--- config.mk ---
export PLATFORM = sky130hd
export DESIGN_NAME = eta_seq_mult
export DESIGN_NICKNAME = d
export VERILOG_FILES = /design/src/rtl/eta_seq_mult.sv
export SDC_FILE = /design/constraint.sdc
export NUM_CORES = 1
export LEC_CHECK = 0
export CAP_MARGIN = 5
export CELL_PAD_IN_SITES_DETAIL_PLACEMENT = 0
export CELL_PAD_IN_SITES_GLOBAL_PLACEMENT = 1
export CORE_MARGIN = 2
export CORE_UTILIZATION = 39
export DETAILED_ROUTE_END_ITERATION = 7
export GPL_TIMING_DRIVEN = 1
export HOLD_SLACK_MARGIN = 0.15
export PLACE_DENSITY = 0.93
export SYNTH_ARGS = -nofsm -noshare
export SYNTH_HDL_FRONTEND = slang
export SYNTH_SLANG_ARGS = --single-unit
--- constraint.sdc ---
create_clock -name clk -period 3.46 [get_ports clk]
set_clock_uncertainty 0.15 [all_clocks]
set_input_delay 0.346 -clock clk [delete_from_list [all_inputs] [get_ports clk]]
set_output_delay 0.346 -clock clk [all_outputs]
set_load 0.1 [all_outputs]
--- src/rtl/eta_seq_mult.sv ---
// eta_seq_mult: 16x16 shift-add sequential multiplier with selectable ECEPTA approximate or exact partial-sum adder
module eta_seq_mult #(
  parameter int APPROX = 1
) (
  input  logic        clk,
  input  logic        rst,
  input  logic        clear,
  input  logic        in_valid,
  output logic        in_ready,
  input  logic [15:0] mcand,
  input  logic [15:0] mplier,
  output logic        out_valid,
  input  logic        out_ready,
  output logic [31:0] product,
  output logic        busy
);
  localparam logic [1:0] IDLE = 2'd0;
  localparam logic [1:0] BUSY = 2'd1;
  localparam logic [1:0] DONE = 2'd2;
  logic [1:0] state_q, state_d;
  logic [15:0] hi_q, hi_d, lo_q, lo_d, m_q, m_d;
  logic [3:0] cnt_q, cnt_d;
  logic [16:0] sum, step;
  logic zero_op;
  if (APPROX != 0) begin : g_eta
    assign sum = {(hi_q[15] & m_q[15]) | ((hi_q[15] ^ m_q[15]) & hi_q[14] & m_q[14]),
                  (hi_q[15] ^ m_q[15]) | (hi_q[14] & m_q[14]),
                  hi_q[14:1] | m_q[14:1] | (hi_q[13:0] & m_q[13:0]),
                  hi_q[0] | m_q[0]};
  end else begin : g_exact
    assign sum = {1'b0, hi_q} + {1'b0, m_q};
  end
  assign step = lo_q[0] ? sum : {1'b0, hi_q};
  assign zero_op = (mcand == 16'd0) || (mplier == 16'd0);
  always_comb begin
    state_d = state_q;
    hi_d = hi_q;
    lo_d = lo_q;
    m_d = m_q;
    cnt_d = cnt_q;
    if (clear) begin
      state_d = IDLE;
      hi_d = '0;
      lo_d = '0;
      cnt_d = '0;
    end else if (state_q == IDLE && in_valid) begin
      state_d = zero_op ? DONE : BUSY;
      m_d = mcand;
      hi_d = '0;
      lo_d = zero_op ? 16'd0 : mplier;
      cnt_d = '0;
    end else if (state_q == BUSY) begin
      {hi_d, lo_d} = {step, lo_q[15:1]};
      cnt_d = cnt_q + 4'd1;
      state_d = (cnt_q == 4'hF) ? DONE : BUSY;
    end else if (state_q == DONE && out_ready) begin
      state_d = IDLE;
    end
  end
  always_ff @(posedge clk or posedge rst) begin
    if (rst) begin
      state_q <= IDLE;
      hi_q <= '0;
      lo_q <= '0;
      m_q <= '0;
      cnt_q <= '0;
    end else begin
      state_q <= state_d;
      hi_q <= hi_d;
      lo_q <= lo_d;
      m_q <= m_d;
      cnt_q <= cnt_d;
    end
  end
  assign in_ready = (state_q == IDLE);
  assign busy = (state_q == BUSY);
  assign out_valid = (state_q == DONE);
  assign product = {hi_q, lo_q};
endmodule

# Word-level counts from Yosys, hierarchy flattened
# Index checks and enable logic that the tools add are counted.
# classes
multipliers	0
n_addsub	1
n_reduce_logical	9
mux	17
bitwise	12
div_mod_pow	0
shift	0
eq_ne	3
n_lt_le_gt_ge	0
# op_table
cell	n
$mux W16	7
$logic_not A16 Y1	2
$or A14 B14 Y14	2
$mux W17	1
$and A14 B14 Y14	1
$mux W2	6
$mux W4	3
$add A4 B1 Y4 const B	1
$and A1 B1 Y1	4
$eq A4 B4 Y1 const B	1
$reduce_bool A4 Y1	1
$or A1 B1 Y1	3
$reduce_bool A3 Y1	1
$eq A2 B1 Y1 const B	1
$eq A2 B2 Y1 const B	1
$logic_and A1 B1 Y1	2
$logic_not A2 Y1	1
$reduce_and A2 Y1	1
$logic_or A1 B1 Y1	1
$not A1 Y1	1
$xor A1 B1 Y1	1
# word_totals
regBits	54
mem_count	0
inputBits	37
rom_bits	0
wordCells	47
latch_bits	0
output_inout_bits	35
ram_bits	0

# Logic depth before layout (Yosys ltp)
# logic_depth
depth_word	8
depth_mapped	7
ltp_nobuf	5

# Worst setup path after synthesis
# OpenSTA, ideal clock, no wires.
# synth_path
path_kind	register to register
startpoint	reg state_q[1]
endpoint	reg m_q[0]
t_required_ns	3.185
setup_slack_ns	0.956
arrival_ns	2.229
stages_incl_launch_ff	6
n_path_buf	2
setup_ns	0.125
synth_period_minus_slack_ns	2.504
cell_sequence	dfrtp_1 > nor2_2 > and3_1 > buf_6 > buf_2 > mux2_2
# synth_via
elab_chain_cells	3
# synth_rtl
element	line	rtl
from (decl)	20	logic [1:0] state_q, state_d;
from (signal assigned)	68	state_q <= state_d;
$logic_not A2 Y1	--	
via in_ready	9	output logic in_ready,
$logic_and A1 B1 Y1	46	end else if (state_q == IDLE && in_valid) begin
$reduce_and A2 Y1 (no line)	--	
to (signal assigned)	71	m_q <= m_d;
to (decl)	21	logic [15:0] hi_q, hi_d, lo_q, lo_d, m_q, m_d;
# The timed path passes the listed nets, and every way through them passes these cells.
# A chain may end at the register's enable or synchronous reset.

# Worst setup path in the final report
# layout_path
startpoint	reg hi_q[14]
endpoint	out product[30]
# layout_rtl
element	line	rtl
from (decl)	21	
from (signal assigned)	69	hi_q <= hi_d;
to (decl)	14	output logic [31:0] product,
# No word-level cell between the ends.

==> impl_metrics.toml <==
[run_status]
status = "finished clean"

[sta]
finalMaxSlewViolations = 0
layout_setup_ws_ns = 1.07
slew_headroom_pct = 26.0
fmax_mhz = 419
rsz0062_at_grt = "no"
worstMarginPinSlew_ns = 1.11
min_period_ns = 2.39
min_period_over_period_pct = 69.0
setup_violations = 0
fin_tns_setup_ns = 0
hold_violations = 0

[placement]
hpwl_mm = 4.12
gp_congestion = 0.773
dp_cells = 362
numPortBuffers = 71
dp_slack_ns = 0.898

[yosys]
synth_top_area_share_pct = 53.8
synthTopCellsByArea = "dfrtp_1 (54%), mux2_2 (7.6%), a21oi_1 (6.2%)"
syn_area_per_cell_um2 = 11.2
syn_nets = 264
synth.cell_area_um2 = 2510
ys_seq_area_share_pct = 53.8
ys.warnings.count = 0
yosysTopAreaCell = "dfrtp_1"
syn-instance-count = 225
synth_seq_cells = 54
synth.distinct_cells = 31

[detailed_routing]
totalWireLength_mm = 5.95
drt-vias-per-instance = 5.50
wl_per_cell_um = 16.1
wl_met1_mm = 2.72
drcViolationCount = 0
wl_met2_mm = 2.86
vias = 2028
drt_pass1_iterations = 4
initialDrtViolationCount = 130
top_layer = "met4"
dr_wl_met3_um = 321
drtAntennaViolNets = 0

[floorplan]
fp.dieArea_um2 = 7100
dieHeight_um = 84.3
core_area_um2 = 6280
start_util_pct = 40.0
die_w_um = 84.3
io_pins = 72
rows = 29

[setup_path]
cp.required_ns = 2.96
max_stage_delay_ns = 1.16
cp.arrival_ns = 1.89
crit_path_cell_trace = "clkdlybuf4s50_1"
path_delay_family = "buffers and inverters"
end_kind = "output port"
crit_path_start_kind = "register"
critical_path_class = "register to output port"
crit_buf_inv = 1
slowest_stage = "clkdlybuf4s50_1"
cp_max_fo = 5

[clock_network]
cts_root_buffer = "clkbuf_8"
cts_buffer_depth = 2
cts_setup_buffers = 0
clk_latency_ns = 0.30
cts_resized = 0
hold_buffers = 0
numCtsBuffers = 5
clkSinkCount = 54
cts_tree = "done"
path_clk_slew_ns = 0.09
h-tree-depth = 2

[grt]
grt_pass1_vias = 2164
grt_max_degree = 55
overflow = 0
grt_util_all_layers_pct = 17.4
antenna_found_initial = 0
grt_pass1_wl_mm = 10.2

[run]
maxCapViolations = 0

[finish]
mostFrequentLayoutCell = "clkdlybuf4s50_1"
syn_to_final_growth_pct = 33.7
drive_above_1_share_pct = 12.3
fin_util_pct = 53.5
multiInputGateArea_um2 = 1010
fillers = 568
final_cells = 369
seq_area_um2 = 1350
layout_common_cells = "clkdlybuf4s50_1 (67), dfrtp_1 (54), a21oi_1 (31)"
antenna-diode-count = 0
nNetsFinal = 331

[min_path]
hold_class = "register to register"

[power]
leakage_nw = 1.47
power_density_nw_per_um2 = 467
finalPower_mw = 1.57
ir_drop_mv = 0.272
worst paths after layout:
kind | cells past startpoint | start | slack, ns | end
setup / recovery | 1 | hi_q[14] | 1.07 | product[30]
hold / removal | 1 | m_q[15] | 0.38 | m_q[15]
setup reg to reg | 5 | state_q[1] | 1.29 | lo_q[15]
hold reg to reg | 1 | m_q[15] | 0.38 | m_q[15]
max in group asynchronous | 2 | rst | 1.99 | lo_q[13]
min in group asynchronous | 2 | rst | 0.49 | state_q[1]
metrics by stage:
step	instance area (µm²)	hold slack [ns]
6_report	3360	0.375
2_1_floorplan	2510	0.262
3_3_place_gp	3250	0.350
3_5_place_dp	3250	0.356
5_1_grt	3360	0.406
4_1_cts	3360	0.378
layer usage:
layer  global-route usage, %  vias to the layer above
met3                    4.33                        6
met4                    2.93                        0
met1                    23.6                     1002
met5                       0                        -
met2                    29.1                       58
li1                        -                      962
kinds of logic (layout without fill, tap and decap cells):
| family | after synthesis | count (layout) | synth area share [%] |
|---|---|---|---|
| AO/OA/AOI/OAI | 87 | 87 | 22.9 |
| flip-flops | 54 | 54 | 53.8 |
| AND/OR/NAND/NOR | 32 | 32 | 8.02 |
| buffers and inverters | 31 | 98 | 5.98 |
| multiplexers | 18 | 18 | 8.02 |
| adder cells (fa/ha/maj) | 2 | 2 | 0.996 |
| XOR/XNOR | 1 | 1 | 0.349 |
registers in the layout, indices dropped and copies added (netlist names):
| signal | count |
|---|---|
| cnt_q | 4 |
| lo_q | 16 |
| state_q | 2 |
| m_q | 16 |
| hi_q | 16 |
where the power goes:
part           internal (mW)  switching (mW)
Clock                  0.232           0.199
Combinational          0.142           0.247
Sequential             0.692          0.0573
Total                   1.07           0.503
cell usage after synthesis (all sizes together):
cell and number:
inv 17, ha 2, nand2 4, a31o 2, nand3 2, a21oi 31
mux2i 1, and3 2, a22o 16, a22oi 3, a221o 1, and2b 1
nor4 8, nor2 8, buf 10, o21ai 3, xor2 1, nand2b 1
nor3b 2, mux2 17, o22ai 15, a21o 15, clkbuf 4, and2 2
and4 2, dfrtp 54, o21bai 1
layout make-up:
cell class	count	share of cell area, %
Inverter	17	1.90
Tap cell	77	2.87
Multi-Input combinational cell	140	30.1
Timing Repair Buffer	74	21.5
Clock buffer	6	2.46
Sequential cell	54	40.2
Clock inverter	1	0.894
(Power assumes the default switching activity.)
